**config.mk**
```make
export PLATFORM = sky130hd
export DESIGN_NAME = craft_decrypt_flat
export DESIGN_NICKNAME = d
export VERILOG_FILES = /design/src/rtl/craft_decrypt_if.sv /design/src/rtl/craft_decrypt.sv /design/src/flat_wrapper.sv
export SDC_FILE = /design/constraint.sdc
export NUM_CORES = 1
export LEC_CHECK = 0
export BUFFER_PORTS_ARGS = -buffer_cell sky130_fd_sc_hd__buf_2
export CAP_MARGIN = 20
export CELL_PAD_IN_SITES_DETAIL_PLACEMENT = 0
export CELL_PAD_IN_SITES_GLOBAL_PLACEMENT = 2
export CORE_ASPECT_RATIO = 0.75
export CORE_MARGIN = 2
export CORE_UTILIZATION = 41
export CTS_CLUSTER_SIZE = 10
export DETAILED_ROUTE_END_ITERATION = 12
export PLACE_DENSITY_LB_ADDON = 0.05
export SYNTH_ARGS = -nofsm -noshare
export SYNTH_HDL_FRONTEND = slang
export SYNTH_SLANG_ARGS = --single-unit
```
**constraint.sdc**
```tcl
create_clock -name clk -period 35.9 [get_ports clk]
set_input_delay 5.385 -clock clk [delete_from_list [all_inputs] [get_ports clk]]
set_output_delay 5.385 -clock clk [all_outputs]
set_load 0.05 [all_outputs]
```
**src/rtl/craft_decrypt_if.sv**
```systemverilog
// Handshake and operand bundle for the CRAFT-64 decryption core.
// The master drives a start pulse with operands; the slave returns busy/done/plaintext.
interface craft_decrypt_if;
  logic         start;
  logic [63:0]  ciphertext;
  logic [63:0]  tweak;
  logic [127:0] key;
  logic         busy;
  logic         done;
  logic [63:0]  plaintext;

  modport master (
    output start, ciphertext, tweak, key,
    input  busy, done, plaintext
  );

  modport slave (
    input  start, ciphertext, tweak, key,
    output busy, done, plaintext
  );
endinterface

```
**src/rtl/craft_decrypt.sv**
```systemverilog
// Iterative CRAFT-64 decryption, one inverse round per clock.
// Each round is MC, add MC(TK) and RC, then SB(PN()) except on the final round.
module craft_decrypt #(
  parameter int ROUNDS = 32
) (
  input  logic           clk,
  input  logic           rst,
  craft_decrypt_if.slave bus
);

  localparam logic [63:0]  SBOX_TAB = 64'hCAD3EBF789150246;
  localparam logic [63:0]  PN_TAB   = 64'hFCDEA98B65471230;
  localparam logic [63:0]  Q_TAB    = 64'hCAF5E892B374601D;
  // Encryption round constants {a_i, 0, b_i}, entry i at byte i from the top.
  localparam logic [255:0] RC_TAB   =
    256'h11844225_96c763b1_54a2d5e6_f7733114_82452697_c361b452_a5d6e7f3_71341285;
  localparam logic [4:0]   LAST_J   = 5'(ROUNDS - 1);

  typedef enum logic {IDLE, RUN} fsm_t;

  function automatic logic [3:0] nib(input logic [63:0] x, input int n);
    return x[63-4*n -: 4];
  endfunction

  function automatic logic [63:0] sb64(input logic [63:0] x);
    logic [63:0] r;
    for (int n = 0; n < 16; n++) r[63-4*n -: 4] = nib(SBOX_TAB, int'(nib(x, n)));
    return r;
  endfunction

  function automatic logic [63:0] perm64(input logic [63:0] x, input logic [63:0] tab);
    logic [63:0] r;
    for (int n = 0; n < 16; n++) r[63-4*n -: 4] = nib(x, int'(nib(tab, n)));
    return r;
  endfunction

  function automatic logic [63:0] mc64(input logic [63:0] x);
    logic [63:0] r;
    r = x;
    for (int c = 0; c < 4; c++) begin
      r[63-4*c -: 4]     = nib(x, c) ^ nib(x, 8 + c) ^ nib(x, 12 + c);
      r[63-4*(4+c) -: 4] = nib(x, 4 + c) ^ nib(x, 12 + c);
    end
    return r;
  endfunction

  fsm_t        fsm;
  logic [63:0] st;
  logic [63:0] mtk [4];
  logic [4:0]  j;
  logic        busy_r;
  logic        done_r;
  logic [63:0] pt_r;

  logic        accept;
  logic [63:0] tq;
  logic [4:0]  ri;
  logic [7:0]  rc;
  logic [63:0] rnd_x;
  logic [63:0] rnd_out;

  // start is dropped while running and in the done cycle
  assign accept = (fsm == IDLE) && bus.start && !done_r;
  assign tq     = perm64(bus.tweak, Q_TAB);

  always_comb begin
    ri      = LAST_J - j;
    rc      = RC_TAB[255 - 8*int'(ri) -: 8];
    rnd_x   = mc64(st) ^ mtk[ri[1:0]] ^ {16'h0, rc, 40'h0};
    rnd_out = (j == LAST_J) ? rnd_x : sb64(perm64(rnd_x, PN_TAB));
  end

  always_ff @(posedge clk) begin
    if (accept) begin
      mtk[0] <= mc64(bus.key[127:64] ^ bus.tweak);
      mtk[1] <= mc64(bus.key[63:0]   ^ bus.tweak);
      mtk[2] <= mc64(bus.key[127:64] ^ tq);
      mtk[3] <= mc64(bus.key[63:0]   ^ tq);
    end
  end

  always_ff @(posedge clk) begin
    if (rst) begin
      fsm    <= IDLE;
      st     <= '0;
      j      <= '0;
      busy_r <= 1'b0;
      done_r <= 1'b0;
      pt_r   <= '0;
    end else begin
      done_r <= 1'b0;
      case (fsm)
        IDLE: begin
          if (accept) begin
            st     <= bus.ciphertext;
            j      <= '0;
            busy_r <= 1'b1;
            fsm    <= RUN;
          end
        end
        RUN: begin
          st <= rnd_out;
          if (j == LAST_J) begin
            pt_r   <= rnd_out;
            done_r <= 1'b1;
            busy_r <= 1'b0;
            j      <= '0;
            fsm    <= IDLE;
          end else begin
            j <= j + 5'd1;
          end
        end
        default: fsm <= IDLE;
      endcase
    end
  end

  assign bus.busy      = busy_r;
  assign bus.done      = done_r;
  assign bus.plaintext = pt_r;

endmodule

```
**src/flat_wrapper.sv**
```systemverilog
// flat-port wrapper written by rule: the top's interface ports become plain ports
module craft_decrypt_flat 
#(
  parameter int ROUNDS = 32
)
  (clk, rst, bus_start, bus_ciphertext, bus_tweak, bus_key, bus_busy, bus_done, bus_plaintext);
  craft_decrypt_if bus_i ();
  input  logic clk;
  input  logic rst;
  input wire logic [$bits(bus_i.start)-1:0] bus_start;
  input wire logic [$bits(bus_i.ciphertext)-1:0] bus_ciphertext;
  input wire logic [$bits(bus_i.tweak)-1:0] bus_tweak;
  input wire logic [$bits(bus_i.key)-1:0] bus_key;
  output wire logic [$bits(bus_i.busy)-1:0] bus_busy;
  output wire logic [$bits(bus_i.done)-1:0] bus_done;
  output wire logic [$bits(bus_i.plaintext)-1:0] bus_plaintext;
  assign bus_i.start = bus_start;
  assign bus_i.ciphertext = bus_ciphertext;
  assign bus_i.tweak = bus_tweak;
  assign bus_i.key = bus_key;
  assign bus_busy = bus_i.busy;
  assign bus_done = bus_i.done;
  assign bus_plaintext = bus_i.plaintext;
  craft_decrypt #(.ROUNDS(ROUNDS)) u_core (.clk(clk), .rst(rst), .bus(bus_i));
endmodule
```
# Word-level counts from Yosys, hierarchy flattened
# Memories as Yosys holds them, arrays and structs flattened.
# Cells that the tools add are included.
# W data, S select, Z words.
# classes
n_addsub	19
n_eq_ne	3
n_shift	17
muxes	14
n_bitwise	67
reduce_logical	6
# op_table
cell	count
$shiftx A67 B32 Y4 const A	16
$xor A64 B64 Y64	5
$shiftx A263 B32 Y8 const A	1
$xor A4 B4 Y4	60
$mux W64	2
$pmux W64 S2	1
$sub A6 B6 Y7 const A	16
$xor A64 B48 Y64	1
$mux W5	2
$pmux W5 S2	1
$sub A8 B8 Y9 const A	1
$mux W1	6
$add A5 B1 Y5 const B	1
$eq A5 B5 Y1 const B	1
$sub A5 B5 Y5 const A	1
$pmux W1 S2	2
$reduce_and A2 Y1	2
$logic_and A1 B1 Y1	2
$ne A2 B1 Y1 const B	1
$ne A2 B2 Y1 const B	1
$reduce_or A2 Y1	1
$logic_not A1 Y1	1
$not A1 Y1	1
# word_totals
reg_bits	136
ram_bits	256
inputBits	259
out_inout_bits	66
wordCells	133
mem_count	1
# memory_table
memory	words	word_bits	read_ports	rd_ports_with_merged_regs	write_ports	line_no	source
u_core.mtk	4	64	1	0	4	craft_decrypt.sv:49	logic [63:0] mtk [4];

# Longest topological paths before layout
# Gate-level depths: netlist of the first run.
# depth
depth_word	8
mapped_depth	12
depth_no_buf	9

# Worst setup path after synthesis of the first run
# OpenSTA, ideal clock, no wires.
# synth_timing
path_type	input to register
startpoint	input port bus_start
endpoint	register u_core.st[20]
setup_ns	0.101
arrival_time_ns	17.839
required_time_ns	35.799
slack_ns	17.960
cell_stages	5
path_buffers	1
path_cell_list	nand2b_1 clkbuf_1 nor2_1 a221oi_1 a21oi_1
# synth_between
elab_chain_cells	3
# synth_lines
element	line_no	source
start: declaration	flat_wrapper.sv:10	input wire logic [$bits(bus_i.start)-1:0] bus_start;
$logic_and A1 B1 Y1 (2 in series)	craft_decrypt.sv:63	assign accept = (fsm == IDLE) && bus.start && !done_r;
via u_core.accept	craft_decrypt.sv:55	logic accept;
$ne A2 B1 Y1 (no source line)	-	
end signal: assignment	craft_decrypt.sv:95	st <= bus.ciphertext;
end signal: assignment	craft_decrypt.sv:102	st <= rnd_out;
end: declaration	craft_decrypt.sv:48	logic [63:0] st;
# The timed path passes the listed nets, and every way through them passes these cells.
# A chain may end at the register's enable or synchronous reset.

==> results of run 1 <==
cell usage in the layout, fill, tap and decap left out, drive strengths merged, types with 8 or more instances in the layout:
| master | synthesis | final |
|---|---|---|
| a311oi | 11 | 11 |
| clkbuf | 81 | 78 |
| a221oi | 9 | 9 |
| inv | 28 | 31 |
| nor2 | 118 | 118 |
| a21oi | 117 | 117 |
| edfxtp | 256 | 256 |
| buf | 33 | 341 |
| maj3 | 13 | 13 |
| xor2 | 162 | 162 |
| nand3 | 18 | 18 |
| o22ai | 11 | 11 |
| nand2 | 206 | 206 |
| ha | 8 | 8 |
| mux2i | 9 | 9 |
| nor3 | 16 | 16 |
| a211oi | 47 | 47 |
| xnor2 | 391 | 391 |
| and3 | 33 | 33 |
| mux4 | 67 | 67 |
| dfxtp | 136 | 136 |
| o21ai | 64 | 64 |
| xnor3 | 12 | 12 |
final cells by class:
| type | instances | share of cell area, % |
|---|---|---|
| repair buffers | 341 | 6.93 |
| multi-input cells | 1391 | 42.8 |
| well taps | 712 | 3.49 |
| flip-flops and latches | 392 | 40.8 |
| diodes | 2 | 0.0196 |
| clock buffers | 78 | 5.14 |
| clock inverters | 8 | 0.407 |
| inverters | 29 | 0.426 |
cell usage after synthesis (8+ instances only):
cell      instances  area, sq um
xnor3_1          12          270
o21ai_0          41          205
and3_1           33          206
xnor2_1         368         3220
nand3_1          18         90.1
clkbuf_1         81          304
buf_2            20          100
xnor2_2          22          358
edfxtp_1        256         7690
o22ai_1          11         68.8
a311oi_1         11         96.3
nor3_1           12         60.1
inv_1            26         97.6
a221oi_1          9         78.8
maj3_1            8         80.1
nand2_1         206          773
a211oi_1         47          353
a21oi_1         117          586
mux4_2           67         1510
mux2i_1           9         90.1
xor2_1          157         1380
dfxtp_1         136         2720
ha_1              8          100
nor2_1          118          443
o21ai_1          21          105
stage by stage:
stage               area [sq um]  std cells  worst slack (ps)
finish                     25500       2953             27750
CTS                        25500       2949             27750
floorplan                  21900       1926             17960
detailed placement         24100       2863             27140
global placement           24100       2863             27250
global route               25500       2951             27500
sequential cells by signal (all words and copies together), names as in the netlist:
register / flops
u_core.mtk: 256
u_core.bus.plaintext: 64
u_core.st: 64
u_core.j: 5
u_core.bus.busy: 1
u_core.bus.done: 1
u_core.fsm: 1
path summary, 6_finish.rpt:
kind / start / slack (ps) / end / cells past startpoint
worst min-delay path: u_core.bus.plaintext[23]$_SDFFE_PP0P_ / 450 / u_core.bus.plaintext[23]$_SDFFE_PP0P_ / 2
worst max-delay path: bus_start / 27750 / u_core.mtk[2][2]$_DFFE_PP_ / 6
worst max register to register: u_core.j[1]$_SDFFE_PP0P_ / 31330 / u_core.bus.plaintext[16]$_SDFFE_PP0P_ / 10
worst min register to register: u_core.bus.plaintext[23]$_SDFFE_PP0P_ / 450 / u_core.bus.plaintext[23]$_SDFFE_PP0P_ / 2
power by group:
group | switching (mW) | internal [mW] | total (mW) | leakage [nW]
Sequential | 0.0236 | 0.540 | 0.564 | 3.56
Clock | 0.186 | 0.263 | 0.449 | 0.678
Combinational | 0.295 | 0.184 | 0.479 | 5.13
routing by layer:
layer	wire [um]	share of wire [%]
met5	13	0.020
met4	997	1.5
met3	5100	7.7
met2	27900	42
met1	32600	49
worst max-delay path, cell delays in order:
cell	delay (ps)
buf_2	100
nand2b_2	50
buf_4	360
nor2_4	650
buf_4	860
buf_4	790
cells by family (layout without fill, tap and decap cells):
family | count (synthesis) | after routing | synth area share (%)
adder cells (fa/ha/maj) | 21 | 21 | 1.08
other | 0 | 2 | 0
multiplexers | 76 | 76 | 7.29
flip-flops | 392 | 392 | 47.4
XOR/XNOR | 565 | 565 | 24.3
AND/OR/NAND/NOR | 419 | 419 | 8.18
AO/OA/AOI/OAI | 310 | 310 | 8.80
buffers and inverters | 143 | 456 | 2.89
==> impl_metrics.py, run 1 <==
metrics = {
    "floorplanning": {
        "rows": 73,
        "fp.dieH_um": 204,
        "die_area_sq_mm": 0.0554,
        "die_x_um": 271,
        "core_sq_mm": 0.0530,
        "io_pins": 325,
        "start_util_pct": 41.4,
    },
    "cts": {
        "root_buffer": "clkbuf_16",
        "cts_setup_buffers": 0,
        "htreeDepth": 2,
        "clk_latency_ps": 580,
        "cts_tree": "done",
        "postCtsHoldBufs": 0,
        "cts_inserted_buffers": 47,
        "cts.sinks": 392,
        "clk_path_buf_depth": 3,
        "cts_resized": 0,
        "clk_pin_slew_worst_paths_ps": 60,
    },
    "grt": {
        "grt_pass1_wl_um": 97400,
        "antenna_found_initial": 3,
        "grt_start_max_net_pins": 89,
        "first_global_vias": 14627,
        "grt_use_met2_pct": 34.0,
        "grt.total_usage_pct": 23.9,
        "grtUsageMet1_pct": 37.0,
        "gr-total-overflow": 0,
        "top_usage_layer": "met1",
        "use_met3_pct": 5.66,
    },
    "power_and_ir_drop": {
        "cellLeakagePower_nw": 9.37,
        "peakVddDrop_uv": 33.3,
        "power_density_mw_per_mm2": 58.4,
        "power_mw": 1.49,
    },
    "drt": {
        "drt_wl_total_um": 66600,
        "antenna_left": 0,
        "wl_per_cell_um": 22.5,
        "drc": 0,
        "num_vias": 15339,
        "drtIter0Drc": 1257,
        "detail_route.vias_per_cell": 5.19,
        "dr.pass1.iters": 7,
    },
    "timing": {
        "max_clock_freq_mhz": 123,
        "fin_hold_ws_ps": 453,
        "rsz0062_at_grt": "no",
        "relSlewSlack_pct": 32.0,
        "worstMarginPinSlew_ps": 1020,
        "setup_viol": 0,
        "hold_viol_final": 0,
        "fin_tns_setup_ps": 0,
        "fin_crit_sh_pct": 22.7,
        "finalCriticalPeriod_ps": 8150,
        "fin_skew_ps": 19.4,
        "finalMaxSlewViolations": 0,
    },
    "synthesis": {
        "synth_cells": 1926,
        "synth_seq_area_share_pct": 47.4,
        "postSynth.asyncResetShare_pct": 0,
        "synth_edf_count": 256,
        "syn_area_per_cell_sq_um": 11.4,
        "syn_area_sq_mm": 0.0219,
        "ys_warn_count": 0,
        "synth_cell_types": 61,
        "synthFlopType": "edfxtp_1",
        "synth_nets": 2193,
        "ys_ff_latch": 392,
    },
    "worst_setup_path": {
        "crit_required_ps": 36100,
        "path_max_fanout": 83,
        "path_class": "primary input to flop",
        "endpoint_kind": "flop",
        "arrival_ps": 8350,
        "worstSetupStartpointType": "primary input",
    },
    "run": {
        "drv_cap": 0,
    },
    "finish": {
        "drive_gt1_share_pct": 23.1,
        "multi_input_area_sq_mm": 0.0109,
        "syn_to_final_growth_pct": 16.4,
        "nets": 2469,
        "nFillCells": 4973,
        "utilization_pct": 48.2,
        "regArea_sq_mm": 0.0104,
    },
    "run_status": {
        "outcome": "completed",
    },
    "placed_design": {
        "place.gp.congestion": 0.854,
        "port_buffers": 324,
        "dp_hpwl_um": 50600,
    },
    "min_path": {
        "hold_class": "flop to flop",
    },
}
No activity file was read; power rests on OpenSTA's default activity.
==> run 2: changes to the inputs <==
CORE_UTILIZATION = 35   (was 41)
clock period = 7.4 ns   (was 35.9 ns; I/O delays follow)
==> impl_metrics.py, run 2 (synthesis results as in run 1) <==
metrics = {
    "drt": {
        "top_layer": "met4",
        "wl_met1_um": 37700,
        "wl_met3_um": 3880,
        "drt_wl_total_um": 73200,
        "wl_per_cell_um": 24.0,
        "wl_met2_um": 30600,
        "antenna_left": 0,
        "num_vias": 15511,
        "drc": 0,
        "drtIter0Drc": 1406,
        "dr.pass1.iters": 7,
        "detail_route.vias_per_cell": 5.09,
    },
    "timing": {
        "finalCriticalPeriod_ps": 3790,
        "rsz0062_at_grt": "no",
        "fin_crit_sh_pct": 51.2,
        "finalMaxSlewViolations": 0,
        "setup_viol": 0,
        "worstMarginPinSlew_ps": 1070,
        "relSlewSlack_pct": 28.6,
        "max_clock_freq_mhz": 264,
        "hold_viol_final": 0,
        "fin_tns_setup_ps": 0,
        "fin_skew_ps": 14.1,
    },
    "finish": {
        "syn_to_final_growth_pct": 16.8,
        "antenna_cells": 0,
        "nets": 2467,
        "final_common_cell": "xnor2_1",
        "largest-register": "u_core.mtk",
        "drive_gt1_share_pct": 22.9,
        "largest_register_ffs": 256,
        "final_cell_mix": "xnor2_1 (368), buf_2 (323), edfxtp_1 (256)",
    },
    "worst_setup_path": {
        "crit_required_ps": 7890,
        "crit_family": "adder cells",
        "cp_num_buf_inv": 1,
        "endpoint_kind": "flop",
        "r2r_start": "u_core.j[1]$_SDFFE_PP0P_",
        "worstSetupStartpointType": "flop",
        "crit_chain": "ha_1 -> and3_1 -> ha_2 -> buf_4 -> nor3_1 -> a21oi_1 -> a21oi_1 -> nor2_1",
        "slowest_delay_ps": 820,
        "rr_worst_depth": 8,
        "path_max_fanout": 45,
        "timing.rr.end": "u_core.st[31]$_SDFFE_PP0P_",
        "cpMostUsedCell": "a21oi_1",
        "reg2reg_slack_ps": 3610,
        "cp_slowest_cell": "ha_2",
        "path_class": "flop to flop",
        "arrival_ps": 4280,
    },
    "min_path": {
        "min_to": "u_core.bus.plaintext[39]$_SDFFE_PP0P_",
        "hold_class": "flop to flop",
        "hp-start": "u_core.bus.plaintext[39]$_SDFFE_PP0P_",
        "holdPathStages": 2,
    },
    "floorplanning": {
        "die_area_sq_mm": 0.0647,
        "start_util_pct": 35.4,
        "rows": 79,
        "fp.dieH_um": 221,
        "io_pins": 325,
        "core_sq_mm": 0.0620,
        "die_x_um": 293,
    },
    "cts": {
        "cts_resized": 0,
        "cts_tree": "done",
        "clk_pin_slew_worst_paths_ps": 60,
        "cts_setup_buffers": 0,
        "htreeDepth": 2,
        "root_buffer": "clkbuf_16",
        "clk_path_buf_depth": 3,
        "postCtsHoldBufs": 0,
        "cts_inserted_buffers": 46,
        "cts.sinks": 392,
        "clk_latency_ps": 570,
    },
    "grt": {
        "grt.total_usage_pct": 22.3,
        "grt_start_max_net_pins": 133,
        "gr-total-overflow": 0,
        "antenna_found_initial": 0,
        "first_global_vias": 15274,
        "grt_pass1_wl_um": 106000,
    },
    "placed_design": {
        "place.gp.congestion": 0.845,
        "dp_hpwl_um": 55500,
        "port_buffers": 324,
    },
    "run_status": {
        "outcome": "completed",
    },
    "run": {
        "drv_cap": 0,
    },
    "power_and_ir_drop": {
        "power_mw": 7.21,
        "peakVddDrop_uv": 125,
        "cellLeakagePower_nw": 9.36,
        "power_density_mw_per_mm2": 281,
    },
}
[run 2: changes by cell type in the layout (fill, tap and decap cells not counted), moves of 2 or more]
cell and delta:
bufinv_16 -2, clkbuf_1 +4, clkbuf_16 +2, clkinv_2 -2
diode_2 -2, inv_6 -3
[run 2: layer usage]
| layer | vias up | GRT usage, % |
|---|---|---|
| li1 | 7289 | - |
| met1 | 7704 | 35.6 |
| met2 | 452 | 31.7 |
| met3 | 66 | 3.27 |
| met4 | 0 | 4.02 |
| met5 | - | 0 |
[run 2: how the worst max path moves through the flow]
stage	from	end	slack (ps)	cells past startpoint
after floorplan	bus_start	u_core.st[20]$_SDFFE_PP0P_	1500	5
after global placement	u_core.j[1]$_SDFFE_PP0P_	u_core.st[31]$_SDFFE_PP0P_	3720	8
after detailed placement	u_core.j[1]$_SDFFE_PP0P_	u_core.st[31]$_SDFFE_PP0P_	3670	8
after CTS	u_core.j[1]$_SDFFE_PP0P_	u_core.st[31]$_SDFFE_PP0P_	3670	8
after global routing	u_core.j[1]$_SDFFE_PP0P_	u_core.st[31]$_SDFFE_PP0P_	3370	8
final	u_core.j[1]$_SDFFE_PP0P_	u_core.st[31]$_SDFFE_PP0P_	3610	8
[run 2: worst register-to-register path: cells and delay by family (launching register included)]
family          cells  cell delay (ps)
simple gates        3              500
flops               1              680
fa+ha+maj           2             1160
compound gates      2              780
buf+inv             1              600
[run 2: report_power, final]
| part | switching (mW) | internal, mW |
|---|---|---|
| combinational | 1.42 | 0.890 |
| clock | 0.901 | 1.25 |
| sequential | 0.130 | 2.62 |
[run 2: final cells by class]
type	count	area, sq um
clock buffers	85	1390
fillers	6013	36300
flip-flops and latches	392	10400
well taps	810	1010
repair buffers	340	1780
multi-input cells	1391	10900
inverters	29	109
clock inverters	1	3.75
[run 2: through the flow]
stage,setup WS [ps],utilization (%),instances,area [sq um],hold slack (ps)
final,3610,41.4,3048,25600,454
after CTS,3670,41.3,3047,25600,455
after global routing,3370,41.4,3048,25600,480
after global placement,3720,39.1,2961,24200,442
after floorplan,1500,-,1926,21900,465
after detailed placement,3670,39.1,2961,24200,447
==> run 3: changes to the inputs <==
clock period = 3.25 ns   (was 7.4 ns; I/O delays follow)
==> impl_metrics.py, run 3 (synthesis results as in run 1) <==
metrics = {
    "placed_design": {
        "place.gp.congestion": 0.832,
        "placedCellCount": 3027,
        "dp_hpwl_um": 58300,
        "port_buffers": 324,
    },
    "drt": {
        "antenna_left": 0,
        "detail_route.vias_per_cell": 5.08,
        "drt_wl_total_um": 75100,
        "num_vias": 15827,
        "dr.pass1.iters": 5,
        "drc": 0,
        "drtIter0Drc": 1152,
        "wl_per_cell_um": 24.1,
    },
    "grt": {
        "grt.total_usage_pct": 22.9,
        "grt_pass1_wl_um": 109000,
        "gr-total-overflow": 0,
        "antenna_found_initial": 3,
        "grt_start_max_net_pins": 120,
        "first_global_vias": 15786,
    },
    "timing": {
        "relSlewSlack_pct": 51.6,
        "fin_skew_ps": 18.3,
        "fin_tns_setup_ps": 0,
        "setup_viol": 0,
        "finalMaxSlewViolations": 0,
        "rsz0062_at_grt": "yes",
        "max_clock_freq_mhz": 328,
        "fin_crit_sh_pct": 93.9,
        "finalCriticalPeriod_ps": 3050,
        "worstMarginPinSlew_ps": 725,
        "hold_viol_final": 0,
    },
    "worst_setup_path": {
        "crit_chain": "buf_12 -> buf_4 -> mux4_2 -> xnor2_1 -> xnor2_1 -> a21oi_1 -> o211ai_1 -> a21oi_1",
        "reg2reg_slack_ps": 200,
        "endpoint_kind": "flop",
        "crit_required_ps": 3670,
        "crit_family": "XOR/XNOR gates",
        "cp_num_cells": 8,
        "slowest_delay_ps": 560,
        "r2r_start": "u_core.j[0]$_SDFFE_PP0P_",
        "path_class": "flop to flop",
        "timing.rr.end": "u_core.bus.plaintext[23]$_SDFFE_PP0P_",
        "worstSetupStartpointType": "flop",
        "crit_start": "u_core.j[0]$_SDFFE_PP0P_",
        "cp_slowest_cell": "xnor2_1",
        "cp_num_buf_inv": 2,
        "arrival_ps": 3470,
        "path_max_fanout": 24,
        "rr_worst_depth": 8,
        "crit_end": "u_core.bus.plaintext[23]$_SDFFE_PP0P_",
    },
    "finish": {
        "nFillCells": 6064,
        "drive_gt1_share_pct": 25.4,
        "largest_register_ffs": 256,
        "utilization_pct": 42.4,
        "nets": 2533,
        "final_cell_mix": "xnor2_1 (366), buf_2 (323), edfxtp_1 (256)",
        "instances_no_fill": 3114,
        "syn_to_final_growth_pct": 19.7,
        "largest-register": "u_core.mtk",
        "final_common_cell": "xnor2_1",
    },
    "power_and_ir_drop": {
        "peakVddDrop_uv": 314,
        "cellLeakagePower_nw": 9.72,
        "power_mw": 16.7,
        "power_density_mw_per_mm2": 638,
    },
    "min_path": {
        "hold_class": "primary input to flop",
    },
    "floorplanning": {
        "io_pins": 325,
        "die_x_um": 293,
        "die_area_sq_mm": 0.0647,
        "start_util_pct": 35.4,
        "fp.dieH_um": 221,
        "rows": 79,
        "core_sq_mm": 0.0620,
    },
    "cts": {
        "cts.sinks": 392,
        "clk_pin_slew_worst_paths_ps": 60,
        "htreeDepth": 2,
        "clk_path_buf_depth": 3,
        "cts_inserted_buffers": 47,
        "root_buffer": "clkbuf_16",
        "cts_setup_buffers": 0,
        "clk_latency_ps": 580,
        "cts_tree": "done",
    },
    "run_status": {
        "outcome": "completed",
    },
    "run": {
        "drv_cap": 0,
    },
}
run 3: changes by cell type in the layout (fill, tap and decap cells not counted), moves of 2 or more:
cell	change
buf_12	+9
clkbuf_1	-5
clkinv_2	+3
xnor2_2	+2
xnor2_1	-2
buf_4	+57
run 3: worst min path at each step:
stage | startpoint | endpoint | slack [ps] | cells past startpoint
after global placement | u_core.bus.plaintext[11]$_SDFFE_PP0P_ | u_core.bus.plaintext[11]$_SDFFE_PP0P_ | 450 | 2
after global routing | bus_ciphertext[46] | u_core.st[46]$_SDFFE_PP0P_ | 210 | 3
after CTS | bus_ciphertext[60] | u_core.st[60]$_SDFFE_PP0P_ | 180 | 3
after floorplan | u_core.st[48]$_SDFFE_PP0P_ | u_core.st[48]$_SDFFE_PP0P_ | 470 | 2
final | bus_ciphertext[46] | u_core.st[46]$_SDFFE_PP0P_ | 220 | 3
after detailed placement | u_core.bus.plaintext[7]$_SDFFE_PP0P_ | u_core.bus.plaintext[7]$_SDFFE_PP0P_ | 440 | 2
run 3: area by class of cell:
type | instances | area, sq um | share of cell area (%)
Clock inverter | 5 | 22.5 | 0.0858
Sequential cell | 392 | 10400 | 39.7
Multi-Input combinational cell | 1391 | 10900 | 41.7
Inverter | 29 | 109 | 0.415
Clock buffer | 81 | 1390 | 5.28
Timing Repair Buffer | 405 | 2360 | 8.98
Antenna cell | 1 | 2.50 | 0.00953
Tap cell | 810 | 1010 | 3.86
run 3: per-layer routing:
layer	global-route usage, %	up-vias	wire [um]
met5	0	-	0
met4	4.20	0	1150
met3	4.38	72	4780
met2	32.9	451	31400
met1	35.7	7878	37700
li1	-	7426	-
run 3: timing repair:
action                     CTS  global route
hold buffers                 0             0
gates resized for setup      0             2
setup endpoints to repair    0             5
run 3: stage by stage:
step	setup slack (ps)	hold slack [ps]	instance area [sq um]
3_3_place_gp	93.9	446	24800
2_1_floorplan	-1970	465	22000
5_1_grt	-45.8	209	26300
6_report	198	218	26300
3_5_place_dp	71.4	443	24800
4_1_cts	59.6	184	26200
run 3: power by group:
group          internal, mW  switching (mW)  total, mW
logic                  2.33            3.24       5.56
registers              5.96           0.288       6.25
clock network          2.87            2.06       4.93
run 3: worst register-to-register path: cells and delay by family (launching register included):
family                    cells  cell delay [ps]
DFF                           1              530
AOI/OAI and AO/OA             3              600
buffers and inverters         2              490
muxes                         1              540
xor gates and xnor gates      2              730
